--- src/rtl/mem_access_sched_pkg.sv ---
// Shared definitions for the single-port memory access scheduler:
// FSM encodings, requester IDs and default widths.
package mem_access_sched_pkg;

    localparam int DATA_W_DEF = 32;
    localparam int ADDR_W_DEF = 8;
    localparam int LEN_W_DEF  = 8;

    typedef enum logic [1:0] {
        IDLE     = 2'd0,
        WR_BURST = 2'd1,
        RD_BURST = 2'd2,
        RD_DRAIN = 2'd3
    } sched_state_e;

    typedef enum logic {
        REQ_WR = 1'b0,
        REQ_RD = 1'b1
    } req_id_e;

endpackage

--- src/rtl/mem_access_sched_rr_pick.sv ---
// Combinational round-robin choice between the write and read requesters.
// On contention the requester not served last wins.
module mem_rr_pick
    import mem_access_sched_pkg::*;
(
    input  logic    wr_req,
    input  logic    rd_req,
    input  req_id_e last_served,
    output logic    pick_valid,
    output req_id_e pick_id
);

    always_comb begin
        pick_valid = wr_req | rd_req;
        pick_id    = REQ_WR;
        if (wr_req && rd_req) begin
            pick_id = (last_served == REQ_WR) ? REQ_RD : REQ_WR;
        end else if (rd_req) begin
            pick_id = REQ_RD;
        end
    end

endmodule

--- src/rtl/mem_access_sched.sv ---
// Burst-granular round-robin scheduler for a single-port word memory
// shared by a write path and a read-out path.
module mem_access_sched
    import mem_access_sched_pkg::*;
#(
    parameter int DATA_W = DATA_W_DEF,
    parameter int ADDR_W = ADDR_W_DEF,
    parameter int LEN_W  = LEN_W_DEF
) (
    input  logic              clk,
    input  logic              reset,
    input  logic              wr_req,
    input  logic [ADDR_W-1:0] wr_base,
    input  logic [LEN_W-1:0]  wr_len,
    input  logic [DATA_W-1:0] wr_data,
    input  logic              wr_valid,
    output logic              wr_grant,
    output logic              wr_ready,
    output logic              wr_done,
    input  logic              rd_req,
    input  logic [ADDR_W-1:0] rd_base,
    input  logic [LEN_W-1:0]  rd_len,
    output logic              rd_grant,
    output logic [DATA_W-1:0] rd_data,
    output logic              rd_valid,
    output logic              rd_done,
    output logic              mem_en,
    output logic              mem_we,
    output logic [ADDR_W-1:0] mem_addr,
    output logic [DATA_W-1:0] mem_wdata,
    input  logic [DATA_W-1:0] mem_rdata
);

    sched_state_e      state_q;
    req_id_e           last_q;
    logic [ADDR_W-1:0] base_q;
    logic [LEN_W-1:0]  len_q;
    logic [LEN_W-1:0]  cnt_q;
    logic              wr_grant_q;
    logic              rd_grant_q;
    logic              wr_done_q;
    logic              rd_done_q;
    logic              rd_valid_q;
    logic [DATA_W-1:0] rd_data_q;

    logic              pick_valid;
    req_id_e           pick_id;
    logic              wr_acc;
    logic              rd_acc;
    logic              last_beat;
    logic              len_zero;
    logic [ADDR_W-1:0] acc_addr;

    mem_rr_pick u_pick (
        .wr_req      (wr_req),
        .rd_req      (rd_req),
        .last_served (last_q),
        .pick_valid  (pick_valid),
        .pick_id     (pick_id)
    );

    // Address wraps modulo the memory depth.
    assign acc_addr  = base_q + ADDR_W'(cnt_q);
    assign len_zero  = (len_q == '0);
    assign last_beat = (cnt_q == len_q - LEN_W'(1));

    assign wr_ready  = (state_q == WR_BURST) && (cnt_q < len_q);
    assign wr_acc    = wr_ready && wr_valid;
    assign rd_acc    = (state_q == RD_BURST) && !len_zero;

    assign mem_en    = wr_acc | rd_acc;
    assign mem_we    = wr_acc;
    assign mem_addr  = mem_en ? acc_addr : '0;
    assign mem_wdata = wr_acc ? wr_data : '0;

    assign wr_grant  = wr_grant_q;
    assign rd_grant  = rd_grant_q;
    assign wr_done   = wr_done_q;
    assign rd_done   = rd_done_q;
    assign rd_valid  = rd_valid_q;
    assign rd_data   = rd_data_q;

    always_ff @(posedge clk) begin
        if (!reset) begin
            state_q    <= IDLE;
            last_q     <= REQ_RD;
            base_q     <= '0;
            len_q      <= '0;
            cnt_q      <= '0;
            wr_grant_q <= 1'b0;
            rd_grant_q <= 1'b0;
            wr_done_q  <= 1'b0;
            rd_done_q  <= 1'b0;
            rd_valid_q <= 1'b0;
            rd_data_q  <= '0;
        end else begin
            wr_grant_q <= 1'b0;
            rd_grant_q <= 1'b0;
            wr_done_q  <= 1'b0;
            rd_done_q  <= 1'b0;
            rd_valid_q <= rd_acc;
            if (rd_acc) begin
                rd_data_q <= mem_rdata;
            end
            unique case (state_q)
                IDLE: begin
                    if (pick_valid) begin
                        cnt_q  <= '0;
                        last_q <= pick_id;
                        if (pick_id == REQ_WR) begin
                            base_q     <= wr_base;
                            len_q      <= wr_len;
                            wr_grant_q <= 1'b1;
                            state_q    <= WR_BURST;
                        end else begin
                            base_q     <= rd_base;
                            len_q      <= rd_len;
                            rd_grant_q <= 1'b1;
                            state_q    <= RD_BURST;
                        end
                    end
                end
                WR_BURST: begin
                    if (len_zero) begin
                        wr_done_q <= 1'b1;
                        state_q   <= IDLE;
                    end else if (wr_acc) begin
                        cnt_q <= cnt_q + LEN_W'(1);
                        if (last_beat) begin
                            wr_done_q <= 1'b1;
                            state_q   <= IDLE;
                        end
                    end
                end
                RD_BURST: begin
                    if (len_zero) begin
                        rd_done_q <= 1'b1;
                        state_q   <= IDLE;
                    end else begin
                        cnt_q <= cnt_q + LEN_W'(1);
                        // Done lines up with the final return in RD_DRAIN.
                        if (last_beat) begin
                            rd_done_q <= 1'b1;
                            state_q   <= RD_DRAIN;
                        end
                    end
                end
                RD_DRAIN: begin
                    state_q <= IDLE;
                end
                default: begin
                    state_q <= IDLE;
                end
            endcase
        end
    end

endmodule

--- config.mk ---
export PLATFORM = sky130hd
export DESIGN_NAME = mem_access_sched
export DESIGN_NICKNAME = d
export VERILOG_FILES = /design/src/rtl/mem_access_sched_pkg.sv /design/src/rtl/mem_access_sched_rr_pick.sv /design/src/rtl/mem_access_sched.sv
export SDC_FILE = /design/constraint.sdc
export NUM_CORES = 1
export LEC_CHECK = 0
export BUFFER_PORTS_ARGS = -buffer_cell sky130_fd_sc_hd__buf_2
export CAP_MARGIN = 5
export CORE_ASPECT_RATIO = 0.6
export CORE_MARGIN = 10
export CORE_UTILIZATION = 50
export CTS_CLUSTER_SIZE = 16
export DETAILED_ROUTE_END_ITERATION = 10
export PLACE_DENSITY = 0.83
export SETUP_SLACK_MARGIN = 0.2
export SYNTH_ARGS = -nofsm -noshare
export SYNTH_HDL_FRONTEND = slang
export SYNTH_SLANG_ARGS = --single-unit
--- constraint.sdc ---
create_clock -name clk -period 5.9 [get_ports clk]
set_input_delay 0 -clock clk [delete_from_list [all_inputs] [get_ports clk]]
set_output_delay 0 -clock clk [all_outputs]
set_load 0.01 [all_outputs]
==> flow_summary.yaml, run 1 <==
grt:
  antenna_found_initial: 0
  grt_pass1_wl_um: 19800
  grt_pass1_vias: 3985
  overflow: 0
  track_usage_pct: 21.6
  grt_max_degree: 58
floorplan:
  io_pins: 181
  die_x_um: 130
  start_util_pct: 51.0
  dieArea_mm2: 0.0113
  die_h_um: 86.3
  core-area_mm2: 0.00718
  rows: 24
yosys:
  ys_seq_elements: 64
  yosys_most_used_dff: "dfxtp_1"
  netlist.area_leader.share_pct: 35.0
  ys_warn_count: 0
  avgSynthCellArea_um2: 7.82
  syn_area_mm2: 0.00366
  yosysTopAreaCell: "dfxtp_1"
  synth_area_leaders: "dfxtp_1 35%, nand2_1 9.3%, ha_1 7.5%, a21oi_1 7.0%, and3_1 6.0%"
  syn_nets: 592
  syn_inst: 468
  async_flop_share_pct: 0
  synth_cell_types: 51
  synth-seq-area-share_pct: 35.0
  synth_edf_count: 0
critical_path:
  cp.required_ns: 6.15
  criticalPathCategory: "register to register"
  crit_chain: "ha_1 > nor2b_1 > o211ai_1 > a211o_1 > a31oi_1 > or4_1 > a21oi_1"
  cpMaxStageDelayCell: "a211o_1"
  r2r_end: "cnt_q[2]"
  end_kind: "register"
  startpoint_type: "register"
  rrSetupSlack_ns: 2.83
  rr_startpoint: "cnt_q[1]"
  cp_max_fo: 37
  arrival_ns: 3.32
  cpPeakStageDelay_ns: 0.71
  reg2regPathDepth: 7
sta:
  fin_tns_setup_ns: 0
  timing.hold.ws_ns: 0.0101
  hold_viol: 0
  worst_slack_ns: 2.83
  worstMarginPinSlew_ns: 1.14
  setup_viol: 0
  skew_ns: 0.00565
  period_share_pct: 52.0
  slew_headroom_pct: 24.0
  drv_slew: 0
  timing.fmax_mhz: 326
  period_minus_slack_ns: 3.07
  rsz0062_at_grt: "false"
placement:
  place_ws_ns: 2.86
  gp_congestion: 0.912
  dp_hpwl_um: 9320
  place_area_mm2: 0.00458
  port-buffer-count: 180
pwr:
  ir_worst_vdd_mv: 0.207
  sequentialPowerShare_pct: 30.7
  p_leak_nw: 2.66
  switching_share_pct: 36.9
  pwr-share-clk_pct: 30.4
  p_switching_mw: 0.685
  p_per_area_mw_per_mm2: 354
  p_comb_share_pct: 38.9
  power.internal_mw: 1.17
clock_network:
  clk_pin_slew_ns: 0.06
  clock_sinks: 64
  clk_path_buf_depth: 2
  h-tree-depth: 3
  clock-root-buffer: "clkbuf_16"
  cts_tree: "yes"
  cts_buffers: 9
  clkLatencyLatePin_ns: 0.32
detailed_routing:
  ant_nets: 0
  vias: 4002
  dr.pass1.iters: 4
  routed_wl_um: 12500
  wl_per_cell_um: 16.4
  vias_per_cell: 5.25
  drt-initial-drc-count: 187
  drc_errors: 0
layout:
  fin_area_mm2: 0.00524
  drive_above_1_share_pct: 31.9
  diodes: 0
  post-route-util_pct: 73.1
  nets: 790
  areaGrowthSynthToFinish_pct: 43.3
worst_hold_path:
  hold-path-cell-count: 3
  holdCritStartpoint: "wr_base[4]"
  hold_path_end: "base_q[4]"
  hold_class: "input port to register"
run:
  cap_viol_max_count: 0
run_status:
  status: "finished clean"
==> through the flow <==
stage | instances | total power, mW
after global routing | 762 | 1.98
after global placement | 712 | 1.24
after CTS | 762 | 1.86
after floorplan | 468 | 1.06
final | 762 | 1.86
after detailed placement | 712 | 1.27
==> flip-flops by register name, indices dropped and copies added (netlist names) <==
name      cells
rd_valid      1
base_q        8
rd_grant      1
rd_done       1
cnt_q         8
last_q        1
wr_done       1
len_q         8
rd_data      32
wr_grant      1
state_q       2
==> what timing repair did <==
| action | 4_1_cts | 5_1_grt |
|---|---|---|
| gates resized for setup | 0 | 0 |
| hold buffers | 34 | 0 |
| endpoints found under the hold margin | 33 | 0 |
| setup buffers | 0 | 0 |
==> worst max-delay path: cells and delay by family (launching register included) <==
kind,cells,cell delay [ns]
adders and majority gates,1,0.30
DFF,1,0.50
AOI/OAI and AO/OA,4,1.47
and+or+nand+nor,2,0.73
==> kinds of logic after synthesis <==
group | Yosys count | synth area share, %
AND/OR/NAND/NOR | 199 | 26.1
AO/OA/AOI/OAI | 103 | 17.7
flip-flops | 64 | 35.0
buffers and inverters | 49 | 5.23
adder cells (fa/ha/maj) | 23 | 8.07
multiplexers | 18 | 4.92
XOR/XNOR | 12 | 2.87
==> layout by cell type, fill, tap and decap left out, drive strengths merged, types with 2 or more instances in the layout <==
cell type	Yosys	final
nand2	91	91
o21ai	13	13
and3	35	35
ha	22	22
a211oi	17	17
nand3	3	3
nor3b	3	3
or2	6	6
clkbuf	29	9
nor4	2	2
nor3	3	3
dfxtp	64	64
o211ai	3	3
inv	18	19
nor2	32	32
mux2i	18	18
or3b	2	2
xnor2	8	8
a2111oi	2	2
o21bai	2	2
nand4	8	8
o21a	3	3
a21o	2	2
a31oi	2	2
clkinv	0	3
dlygate4sd3	0	34
and3b	2	2
or3	2	2
xor2	4	4
buf	2	184
bufinv	0	2
nor2b	6	6
a21oi	51	51
==> cell type report <==
| class | count | area (um2) |
|---|---|---|
| multi-input combinational | 355 | 2190 |
| fill | 568 | 1930 |
| sequential | 64 | 1280 |
| tap | 91 | 114 |
| timing repair buffer | 218 | 1270 |
| clock buffer | 9 | 225 |
| clock inverter | 7 | 95.1 |
| inverter | 18 | 67.6 |
==> metal layers <==
layer | routed length (um) | vias up | global-route usage (%) | part of all wire (%)
li1 | - | 2023 | - | -
met1 | 5200 | 1821 | 25.5 | 42
met2 | 5950 | 140 | 36.5 | 48
met3 | 1190 | 18 | 8.23 | 9.6
met4 | 141 | 0 | 5.03 | 1.1
met5 | 0 | - | 0 | 0
==> power by group through the flow <==
stage,clock (mW),combinational (mW),sequential (mW)
after floorplan,0,0.490,0.573
after global placement,0,0.672,0.570
after detailed placement,0,0.696,0.577
after CTS,0.571,0.720,0.569
after global routing,0.590,0.808,0.581
final,0.564,0.721,0.571
==> worst max-delay path by stage <==
stage,from,endpoint,slack [ns],cells after the start
after floorplan,len_q[1],state_q[0],3.56,8
after global placement,cnt_q[1],cnt_q[2],3.00,7
after detailed placement,cnt_q[1],cnt_q[2],2.86,7
after CTS,cnt_q[1],cnt_q[2],2.86,7
after global routing,cnt_q[1],cnt_q[2],2.53,7
final,cnt_q[1],cnt_q[2],2.83,7
==> Yosys cell counts, types with 4 or more instances <==
library cell / n
nand4_1: 8
or2_2: 6
a211oi_1: 16
inv_1: 18
nand2_1: 91
and3_1: 35
mux2i_1: 18
dfxtp_1: 64
clkbuf_1: 29
xnor2_1: 8
nor2b_1: 6
a21oi_1: 51
ha_1: 22
nor2_1: 32
o21ai_0: 12
xor2_1: 4
Power figures use the tool's default switching activity.
==> inputs of run 2 (changes only) <==
CORE_UTILIZATION = 46   (was 50)
PLACE_DENSITY = 0.77   (was 0.83)
clock period = 3.1 ns   (was 5.9 ns; I/O delays follow)
==> run 2 against run 1 <==
  * Global-route usage fell by 1.2 points
  * Non-clock buffer count rose by 5
  * Via count rose by 0.52%
  * Routed wire length rose by 1.2%
  * Sequential share of layout area fell by 0.21 points
  * Clock power rose by 84%
  * Die area rose by 7.0%
==> flow_summary.yaml, run 2 (synthesis gave the netlist of run 1 again) <==
detailed_routing:
  vias: 4023
  wl_per_cell_um: 16.1
  dr.pass1.iters: 5
  drc_errors: 0
  routed_wl_um: 12600
  drt-initial-drc-count: 136
  vias_per_cell: 5.14
  ant_nets: 0
clock_network:
  clock_sinks: 64
  clkLatencyLatePin_ns: 0.33
  postCtsSetupRepairBufs: 0
  h-tree-depth: 3
  clk_pin_slew_ns: 0.05
  cts_tree: "yes"
  clock-root-buffer: "clkbuf_16"
  cts_buffers: 9
  clk_path_buf_depth: 2
floorplan:
  start_util_pct: 46.8
  io_pins: 181
  die_h_um: 89.1
  rows: 25
  die_x_um: 135
  core-area_mm2: 0.00782
  dieArea_mm2: 0.0120
sta:
  skew_ns: 0.00659
  slew_headroom_pct: 47.1
  timing.hold.ws_ns: 0.0140
  setup_viol: 0
  hold_viol: 0
  period_share_pct: 84.8
  fin_tns_setup_ns: 0
  period_minus_slack_ns: 2.63
  worstMarginPinSlew_ns: 0.790
  drv_slew: 0
  rsz0062_at_grt: "false"
  timing.fmax_mhz: 380
layout:
  nets: 795
  fillers: 696
  multi_input_area_mm2: 0.00219
  layout.cells.non_filler: 783
  final_common_cell: "buf_2"
  diodes: 0
  final_cell_mix: "180 x buf_2, 91 x nand2_1, 64 x dfxtp_1, 51 x a21oi_1"
  areaGrowthSynthToFinish_pct: 44.6
  drive_above_1_share_pct: 32.0
  regArea_mm2: 0.00128
  largest_reg_flops: 32
grt:
  track_usage_pct: 20.4
  grt_max_degree: 35
  antenna_found_initial: 0
  overflow: 0
  grt_pass1_vias: 3912
  grt_pass1_wl_um: 19700
run:
  cap_viol_max_count: 0
critical_path:
  crit_chain: "ha_1 > a21o_1 > a21oi_1 > o21bai_1 > a2111oi_0 > nor3_1 > o22a_1 > buf_2"
  criticalPathCategory: "register to output port"
  cpPeakStageDelay_ns: 0.53
  startpoint_type: "register"
  end_kind: "output port"
  arrival_ns: 2.63
  cp.required_ns: 3.10
  rrSetupSlack_ns: 0.50
  cp_max_fo: 7
  path_delay_family: "compound AO/OA/AOI/OAI gates"
  cpMaxStageDelayCell: "a2111oi_0"
  crit_buf_inv: 1
pwr:
  ir_worst_vdd_mv: 0.349
  p_leak_nw: 2.68
  p_per_area_mw_per_mm2: 668
  finalPower_mw: 3.53
run_status:
  status: "finished clean"
placement:
  gp_congestion: 0.898
  place_inst: 733
  dp_hpwl_um: 9500
  port-buffer-count: 180
worst_hold_path:
  hold_class: "input port to register"
==> run 2: report_power, final <==
part | internal (mW) | switching [mW] | leakage, nW
clock network | 0.696 | 0.346 | 0.149
logic | 0.580 | 0.833 | 2.01
registers | 0.962 | 0.118 | 0.522
==> run 2: final timing paths <==
| kind | from | end | cells past startpoint |
|---|---|---|---|
| max | cnt_q[1] | mem_addr[7] | 8 |
| min | wr_base[4] | base_q[4] | 3 |
| max reg2reg | cnt_q[5] | cnt_q[2] | 7 |
| min reg2reg | rd_data[21] | rd_data[21] | 2 |
==> run 2: area by class of cell <==
cell class | count | share of cell area [%]
clock inverters | 4 | 1.32
multi-input cells | 355 | 41.4
well taps | 108 | 2.55
flip-flops and latches | 64 | 24.2
repair buffers | 223 | 24.8
clock buffers | 11 | 4.40
inverters | 18 | 1.28
==> run 2: metrics by stage <==
stage / area [um2] / worst slack (ns) / util [%]
floorplan: 3660 / 0.763 / -
global placement: 4630 / 0.629 / 59.3
detailed placement: 4630 / 0.508 / 59.3
CTS: 5290 / 0.373 / 67.6
global route: 5290 / 0.267 / 67.6
finish: 5290 / 0.470 / 67.6
==> run 2: repair_timing <==
| action | 4_1_cts | 5_1_grt |
|---|---|---|
| resized for setup | 0 | 1 |
| hold buffers | 35 | 0 |
| endpoints found under the setup margin | 0 | 8 |
| endpoints found under the hold margin | 34 | 0 |
==> run 2: metal layers <==
layer / up-vias / wire [um] / global-route usage (%)
li1: 2028 / - / -
met1: 1813 / 5730 / 25.8
met2: 171 / 5600 / 32.4
met3: 11 / 1180 / 7.46
met4: 0 / 122 / 5.35
met5: - / 0 / 0
==> run 2: worst register-to-register path, delay by kind of cell, from the launching register on <==
family,cells,cell delay (ns)
simple gates,2,0.87
compound gates,4,0.77
flops,1,0.55
fa+ha+maj,1,0.32
